File: src/rtl/modbus_crc_arbiter.sv
// modbus_crc_arbiter
//   Round-robin arbiter and sequencer for the shared Modbus CRC-16 engine.
//   Port 0 is receive-frame checking and port 1 is response generation.
//   For each granted request the block does four things. It clears the
//   engine. It streams the latched bytes first-byte-first, one per cycle.
//   It captures the engine result. It then pulses the owner's done strobe.
// Ports
//   clk, rst                 : clock, synchronous active-high reset
//   rX_req/rX_len/rX_data    : request level, byte count, right-aligned bytes
//   rX_gnt/rX_done/rX_crc    : grant pulse, completion pulse, held result
//   busy                     : block not in IDLE
//   crc_en/crc_clr/crc_data  : engine byte strobe, clear, byte input
//   crc_out                  : engine result (valid the cycle after crc_en)
module modbus_crc_arbiter #(
    parameter int MAX_BYTES = 11,
    parameter int LEN_W     = 4
) (
    input  logic                   clk,
    input  logic                   rst,
    input  logic                   r0_req,
    input  logic [LEN_W-1:0]       r0_len,
    input  logic [8*MAX_BYTES-1:0] r0_data,
    output logic                   r0_gnt,
    output logic                   r0_done,
    output logic [15:0]            r0_crc,
    input  logic                   r1_req,
    input  logic [LEN_W-1:0]       r1_len,
    input  logic [8*MAX_BYTES-1:0] r1_data,
    output logic                   r1_gnt,
    output logic                   r1_done,
    output logic [15:0]            r1_crc,
    output logic                   busy,
    output logic                   crc_en,
    output logic                   crc_clr,
    output logic [7:0]             crc_data,
    input  logic [15:0]            crc_out
);

    localparam logic [2:0] S_IDLE = 3'd0;
    localparam logic [2:0] S_CLR  = 3'd1;
    localparam logic [2:0] S_FEED = 3'd2;
    localparam logic [2:0] S_WAIT = 3'd3;
    localparam logic [2:0] S_DONE = 3'd4;

    localparam logic [LEN_W-1:0] LEN_MAX  = LEN_W'(MAX_BYTES);
    localparam logic [LEN_W-1:0] LEN_ZERO = {LEN_W{1'b0}};
    localparam logic [LEN_W-1:0] LEN_ONE  = {{(LEN_W-1){1'b0}}, 1'b1};

    logic [2:0]             state_q, state_d;
    logic [LEN_W-1:0]       idx_q, idx_d;
    logic [LEN_W-1:0]       len_q, len_d;
    logic [8*MAX_BYTES-1:0] data_q, data_d;
    logic                   owner_q, owner_d;
    // 1 means port 1 was served last, so port 0 wins the next tie
    logic                   last_q, last_d;
    logic                   r0_gnt_q, r0_gnt_d, r1_gnt_q, r1_gnt_d;
    logic                   r0_done_q, r0_done_d, r1_done_q, r1_done_d;
    logic [15:0]            r0_crc_q, r0_crc_d, r1_crc_q, r1_crc_d;
    logic                   busy_q, busy_d;
    logic                   crc_en_q, crc_en_d, crc_clr_q, crc_clr_d;
    logic [7:0]             crc_data_q, crc_data_d;
    logic                   grant0_s, grant1_s;

    function automatic logic [LEN_W-1:0] clamp_len(input logic [LEN_W-1:0] len);
        if (len > LEN_MAX) begin
            return LEN_MAX;
        end else begin
            return len;
        end
    endfunction

    // Byte idx of a right-aligned vector lives at [8*(len-idx)-1 -: 8]
    function automatic logic [7:0] byte_at(input logic [8*MAX_BYTES-1:0] data,
                                           input logic [LEN_W-1:0] len,
                                           input logic [LEN_W-1:0] idx);
        logic [LEN_W-1:0]       pos;
        logic [8*MAX_BYTES-1:0] shifted;
        pos     = len - idx - LEN_ONE;
        shifted = data >> {pos, 3'b000};
        return shifted[7:0];
    endfunction

    assign grant0_s = r0_req & (~r1_req | last_q);
    assign grant1_s = r1_req & (~r0_req | ~last_q);

    // Next-state and next-output logic; outputs are registered from the _d values
    always_comb begin
        state_d    = state_q;
        idx_d      = idx_q;
        len_d      = len_q;
        data_d     = data_q;
        owner_d    = owner_q;
        last_d     = last_q;
        r0_crc_d   = r0_crc_q;
        r1_crc_d   = r1_crc_q;
        r0_gnt_d   = 1'b0;
        r1_gnt_d   = 1'b0;
        r0_done_d  = 1'b0;
        r1_done_d  = 1'b0;
        crc_en_d   = 1'b0;
        crc_clr_d  = 1'b0;
        crc_data_d = 8'h00;
        case (state_q)
            S_IDLE: begin
                if (grant0_s) begin
                    owner_d   = 1'b0;
                    last_d    = 1'b0;
                    len_d     = clamp_len(r0_len);
                    data_d    = r0_data;
                    idx_d     = LEN_ZERO;
                    r0_gnt_d  = 1'b1;
                    crc_clr_d = 1'b1;
                    state_d   = S_CLR;
                end else if (grant1_s) begin
                    owner_d   = 1'b1;
                    last_d    = 1'b1;
                    len_d     = clamp_len(r1_len);
                    data_d    = r1_data;
                    idx_d     = LEN_ZERO;
                    r1_gnt_d  = 1'b1;
                    crc_clr_d = 1'b1;
                    state_d   = S_CLR;
                end else begin
                    state_d = S_IDLE;
                end
            end
            S_CLR: begin
                idx_d = LEN_ZERO;
                if (len_q == LEN_ZERO) begin
                    state_d = S_WAIT;
                end else begin
                    state_d    = S_FEED;
                    crc_en_d   = 1'b1;
                    crc_data_d = byte_at(data_q, len_q, LEN_ZERO);
                end
            end
            S_FEED: begin
                // idx_q is the byte currently on crc_data
                if (idx_q == len_q - LEN_ONE) begin
                    state_d = S_WAIT;
                end else begin
                    idx_d      = idx_q + LEN_ONE;
                    crc_en_d   = 1'b1;
                    crc_data_d = byte_at(data_q, len_q, idx_q + LEN_ONE);
                end
            end
            S_WAIT: begin
                // Engine has absorbed the last byte by now
                if (owner_q) begin
                    r1_crc_d  = crc_out;
                    r1_done_d = 1'b1;
                end else begin
                    r0_crc_d  = crc_out;
                    r0_done_d = 1'b1;
                end
                state_d = S_DONE;
            end
            S_DONE: begin
                state_d = S_IDLE;
            end
            default: begin
                state_d = S_IDLE;
            end
        endcase
        busy_d = (state_d != S_IDLE);
    end

    // State and output registers with synchronous reset
    always_ff @(posedge clk) begin
        if (rst) begin
            state_q    <= S_IDLE;
            idx_q      <= LEN_ZERO;
            len_q      <= LEN_ZERO;
            data_q     <= {(8*MAX_BYTES){1'b0}};
            owner_q    <= 1'b0;
            last_q     <= 1'b1;
            r0_gnt_q   <= 1'b0;
            r1_gnt_q   <= 1'b0;
            r0_done_q  <= 1'b0;
            r1_done_q  <= 1'b0;
            r0_crc_q   <= 16'h0000;
            r1_crc_q   <= 16'h0000;
            busy_q     <= 1'b0;
            crc_en_q   <= 1'b0;
            crc_clr_q  <= 1'b0;
            crc_data_q <= 8'h00;
        end else begin
            state_q    <= state_d;
            idx_q      <= idx_d;
            len_q      <= len_d;
            data_q     <= data_d;
            owner_q    <= owner_d;
            last_q     <= last_d;
            r0_gnt_q   <= r0_gnt_d;
            r1_gnt_q   <= r1_gnt_d;
            r0_done_q  <= r0_done_d;
            r1_done_q  <= r1_done_d;
            r0_crc_q   <= r0_crc_d;
            r1_crc_q   <= r1_crc_d;
            busy_q     <= busy_d;
            crc_en_q   <= crc_en_d;
            crc_clr_q  <= crc_clr_d;
            crc_data_q <= crc_data_d;
        end
    end

    assign r0_gnt   = r0_gnt_q;
    assign r1_gnt   = r1_gnt_q;
    assign r0_done  = r0_done_q;
    assign r1_done  = r1_done_q;
    assign r0_crc   = r0_crc_q;
    assign r1_crc   = r1_crc_q;
    assign busy     = busy_q;
    assign crc_en   = crc_en_q;
    assign crc_clr  = crc_clr_q;
    assign crc_data = crc_data_q;

endmodule

File: config.mk
export PLATFORM = sky130hd
export DESIGN_NAME = modbus_crc_arbiter
export DESIGN_NICKNAME = d
export VERILOG_FILES = /design/src/rtl/modbus_crc_arbiter.sv
export SDC_FILE = /design/constraint.sdc
export NUM_CORES = 1
export LEC_CHECK = 0
export BUFFER_PORTS_ARGS = -buffer_cell sky130_fd_sc_hd__buf_2
export CAP_MARGIN = 20
export CORE_UTILIZATION = 52
export DETAILED_ROUTE_END_ITERATION = 7
export GPL_TIMING_DRIVEN = 0
export PLACE_DENSITY = 0.81
export SLEW_MARGIN = 30
export SYNTH_ARGS = -nofsm -noshare
export SYNTH_HDL_FRONTEND = slang
export SYNTH_SLANG_ARGS = --single-unit
File: constraint.sdc
create_clock -name clk -period 3.6 [get_ports clk]
set_input_delay 0 -clock clk [delete_from_list [all_inputs] [get_ports clk]]
set_output_delay 0 -clock clk [all_outputs]
set_load 0.05 [all_outputs]
# [Yosys cells after proc, flatten, opt, wreduce, memory -nomap -nowiden]
# Cells that the tools add are included.
[totals] in_bits=204 regBits=148 output_inout_bits=47 elab_cells=80
[classes] add_sub_neg=4 bitwise=10 reduce_logical=12 order_cmp=2 eq_ne=6 mux=28 shift=2
[op_table] cell="88-bit two-way mux" count=2
[op_table] cell="88-bit by 7-bit >> shifter with 8-bit output" count=2
[op_table] cell="4-bit two-way mux" count=7
[op_table] cell="8-bit two-way mux" count=2
[op_table] cell="8-bit one-hot mux with 2 select lines" count=1
[op_table] cell="1-bit two-way mux" count=12
[op_table] cell="3-bit one-hot mux with 4 select lines" count=1
[op_table] cell="4-bit one-hot mux with 3 select lines" count=1
[op_table] cell="4-bit > comparator (second input constant)" count=2
[op_table] cell="4-bit by 1-bit subtractor with 4-bit output (second input constant)" count=2
[op_table] cell="3-bit by 2-bit equality test with 1-bit output (second input constant)" count=2
[op_table] cell="1-bit NOT" count=6
[op_table] cell="2-bit AND reduction" count=3
[op_table] cell="3-bit nonzero test" count=2
[op_table] cell="4-bit by 1-bit adder with 4-bit output (second input constant)" count=1
[op_table] cell="4-bit equality test" count=1
[op_table] cell="4-bit logical NOT" count=1
[op_table] cell="2-bit OR reduction" count=2
[op_table] cell="4-bit subtractor" count=1
[op_table] cell="3-bit by 1-bit equality test with 1-bit output (second input constant)" count=1
[op_table] cell="3-bit logical NOT" count=1
[op_table] cell="3-bit two-way mux" count=1
[op_table] cell="3-bit != test (second input constant)" count=1
[op_table] cell="3-bit AND reduction" count=1
[op_table] cell="other kinds (6)" count=8

# [Depth between registers and ports, before layout]
[logic_depth] word_depth=7 depth_mapped=12 mapped_depth_nobuf=8

# [Least setup slack after synthesis]
# OpenSTA, ideal clock, no wires.
[synth_path] path_type="register to register" startpoint="register len_q[0]" endpoint="register crc_data_q[1], in the netlist crc_data[1]" setup_ps=127 arrival_time_ps=2792 path_buffers=5 setup_slack_ps=681 t_required_ps=3473 stages_incl_launch_ff=12 synth_period_minus_slack_ps=2919 cell_sequence="dfxtp_1 buf_6 buf_2 clkbuf_1 inv_1 ha_1 buf_2 buf_1 mux2_2 a221oi_1 o32a_1 o211ai_1"
[synth_via] elab_chain_len=5 word_cells_on_any_way=10 cone_classes="add/sub (3); eq/ne (1); shift (2); mux (3); reduce/logical (1)"
[synth_rtl] item="start, declared" line="51" source="logic [LEN_W-1:0] len_q, len_d;"
[synth_rtl] item="start signal, assigned" line="190" source="len_q <= len_d;"
[synth_rtl] item="4-bit subtractor" line="78" source="pos = len - idx - LEN_ONE;"
[synth_rtl] item="4-bit by 1-bit subtractor with 4-bit output" line="78"
[synth_rtl] item="88-bit by 7-bit >> shifter with 8-bit output" line="79" source="shifted = data >> {pos, 3'b000};"
[synth_rtl] item="8-bit two-way mux" line="139" source="if (idx_q == len_q - LEN_ONE) begin"
[synth_rtl] item="8-bit one-hot mux with 2 select lines *" line="103" source="case (state_q)"
[synth_rtl] item="end signal, assigned" line="203" source="crc_data_q <= crc_data_d;"
[synth_rtl] item="end, declared" line="61" source="logic [7:0] crc_data_q, crc_data_d;"
# Mark *: on every way between the ends. The rest lies on a longest branch, timed or not.
# A chain may end at the register's enable or synchronous reset.

# [Worst setup path after layout]
[layout_path] startpoint="register len_q[0]" endpoint="register crc_data_q[3], in the netlist crc_data[3]"
# The elaborated chain is that of the path after synthesis.

==> impl_results.md <==
- Global-route wire length before repair: 45,900 um
- Slew Viols, Final: 0
- Post-Route WL: 29,500 um
- Sink Count: 148
- Nets@finish: 1,477
- Slew @ Worst Pin: 702 ps
- Synthesis-stage register bit count: 148
- Crit path required time: 3890 ps
- DRC Markers: 0
- CTS buffer count: 17
- Mean Syn Cell Area: 9.56 sq um
- Power Density: 647 nW/um^2
- Placeable Area: 14,600 sq um
- Die W: 125 um
- Clock latency at the later pin of the worst-skew pair: 440 ps
- Routed len/inst: 20.1 um
- Yosys warning total: 0
- Tcrit/Tclk final: 96.1%
- Routed Antenna Nets: 0
- Minimum clock period: 3460 ps
- CTS tree: yes
- Post-synthesis sequential area ratio: 37.8%
- Setup TNS: 0 ps
- Estimated wirelength of the detail-placed design: 17,600 um
- Share of layout cells above drive strength 1: 29.6%
- Postcts setup bufs: 0
- CP Class: flop to flop
- Max Root-Sink Buffers: 2
- First-pass DRT Iterations: 7
- Final setup viols: 0
- Syn Inst Count: 819
- Pwr Total: 7.55 mW
- Routed vias/inst: 5.96
- Number of max-cap violations: 0
- # rows: 44
- Largest net degree at the start of global routing: 17
- Ports: 251
- Vias in the first global route: 8,841
- EDFF count, synth: 0
- Count of cell types in the netlist: 53
- Synth Net Count: 1,030
- Total global-route track usage: 38.0%
- Input/output buffers: 250
- RD Place Congestion: 0.932
- Worst EP arrival: 3750 ps
- Critical path endpoint category: flop
- CTS Root Cell: clkbuf_16
- Total number of vias: 8,728
- Leakage: 5.20 nW
- Synthesized area: 7830 sq um
- CP max FO: 10
- Remaining Overflow, GRT: 0
- Die Y: 125 um
- F_max: 289 MHz
- Initial core utilization: 53.7%
- Ys flop type: dfxtp_1
- Clock slew at reported path FFs: 60 ps
- Worst VDD drop: 0.518 mV
- Max-Slew Margin vs Limit: 53.2%
- Die area: 15,600 sq um
- Status: finished, final reports clean
- Unrepaired setup endpoints after global routing: false
- Critical path launch point type: flop
- Final Hold Violating Endpoints: 0
- Iteration-0 DRC Markers: 798
- Skew final: 8.53 ps
- Antenna violations before repair: 2
- # fillers: 856
- HP Class: input pin to flop
- H-Tree Depth: 4
- Ys async rst share: 0%
- Area grow syn2layout: 49.0%
[cells in the final DEF (no fill, tap or decap), types with 6 or more instances in the layout]
cell type / n
dlygate4sd3_1: 178
o211ai_1: 7
mux2_2: 8
o32a_1: 7
mux2i_1: 107
a211oi_1: 91
nand3_1: 11
nor2b_1: 10
a221oi_1: 8
inv_1: 14
dfxtp_1: 148
ha_1: 6
mux4_2: 32
buf_2: 285
clkbuf_1: 28
a21oi_1: 39
nor2_1: 112
o21ai_0: 12
clkbuf_16: 17
nor3_1: 7
nand2_1: 81
[per-stage QoR]
step	hold slack (ps)	utilization, %	cell area, sq um	instances	worst slack (ps)
floorplan	136	-	7830	819	681
finish	18.3	80.0	11700	1465	141
global route	10.7	80.0	11700	1465	42.6
detailed placement	260	63.8	9310	1253	-185
CTS	1.45	79.9	11700	1463	44.3
global placement	256	63.8	9310	1253	-189
[layer usage]
layer  vias to the layer above  share of wire (%)  GRT usage, %
li1                       3883                  -             -
met1                      4080                 36          42.8
met2                       610                 49          65.0
met3                       155                8.4          8.25
met4                         0                6.0          24.4
met5                         -                  0             0
[cell usage after synthesis, drive strengths merged (2+ instances only)]
cell type | n | area share, %
nand2 | 82 | 4.0
a211oi | 91 | 8.7
mux2i | 107 | 14
a211o | 3 | 0.34
and2 | 2 | 0.16
xnor2 | 4 | 0.88
clkbuf | 27 | 1.3
o32a | 7 | 0.89
xor2 | 7 | 1.1
dfxtp | 148 | 38
ha | 6 | 0.96
nor3b | 3 | 0.29
a21oi | 40 | 2.7
a21o | 2 | 0.19
inv | 14 | 0.67
a221oi | 8 | 0.89
mux4 | 32 | 9.2
nor2b | 10 | 0.80
nor4 | 3 | 0.32
nor3 | 10 | 0.91
buf | 45 | 3.4
mux2 | 8 | 1.2
nand2b | 4 | 0.32
o21ai | 13 | 0.83
o211ai | 7 | 0.67
or3 | 2 | 0.16
nand3 | 11 | 0.70
nor2 | 112 | 5.4
[worst paths after layout]
kind | start | to | slack, ps | depth (start not counted)
min | r0_data[87] | data_q[87] | 20 | 3
max reg2reg | len_q[0] | crc_data[3] | 140 | 11
max | len_q[0] | crc_data[3] | 140 | 11
min reg2reg | r0_crc[0] | r0_crc[0] | 450 | 2
[kinds of logic after synthesis]
logic type	Yosys count	synth area share (%)
AOI/OAI and AO/OA	177	16.0
xor gates and xnor gates	12	2.29
adders and majority gates	7	1.21
buffers and inverters	86	5.34
DFF	148	37.8
muxes	147	24.0
and+or+nand+nor	242	13.3
[layout make-up]
class	instances	area (sq um)	share of cell area (%)
Antenna cell	2	5.00	0.0429
Buffer	72	368	3.15
Clock buffer	21	460	3.95
Clock inverter	11	104	0.890
Inverter	14	52.6	0.451
Multi-Input combinational cell	585	4450	38.1
Sequential cell	148	2960	25.4
Tap cell	184	230	1.97
Timing Repair Buffer	428	3030	26.0
[state kept, by name (all words and copies together), names as in the netlist, 3 cells and up]
register  count
data_q       88
r1_crc       16
crc_data      8
state_q       3
len_q         4
r0_crc       16
idx_q         4
[critical path, cell delays in order (launching register included)]
cell	delay [ps]
dfxtp_1	370
buf_6	200
buf_2	330
clkbuf_2	320
inv_1	100
ha_1	280
buf_2	220
buf_2	330
mux2_2	380
a221oi_1	440
o32a_1	210
o211ai_1	130
[repair_timing]
item | CTS | global route
endpoints found under the setup margin | 5 | 6
endpoints found under the hold margin | 119 | 0
cloned | 0 | 0
gates resized for setup | 1 | 2
hold buffers | 178 | 0
[report_power, final]
group / internal (mW) / total, mW / leakage [nW] / switching, mW
combinational: 1.52 / 3.44 / 3.71 / 1.93
sequential: 2.02 / 2.39 / 1.22 / 0.372
clock: 0.988 / 1.71 / 0.273 / 0.725
total: 4.52 / 7.55 / 5.20 / 3.02
(Power assumes the default switching activity.)
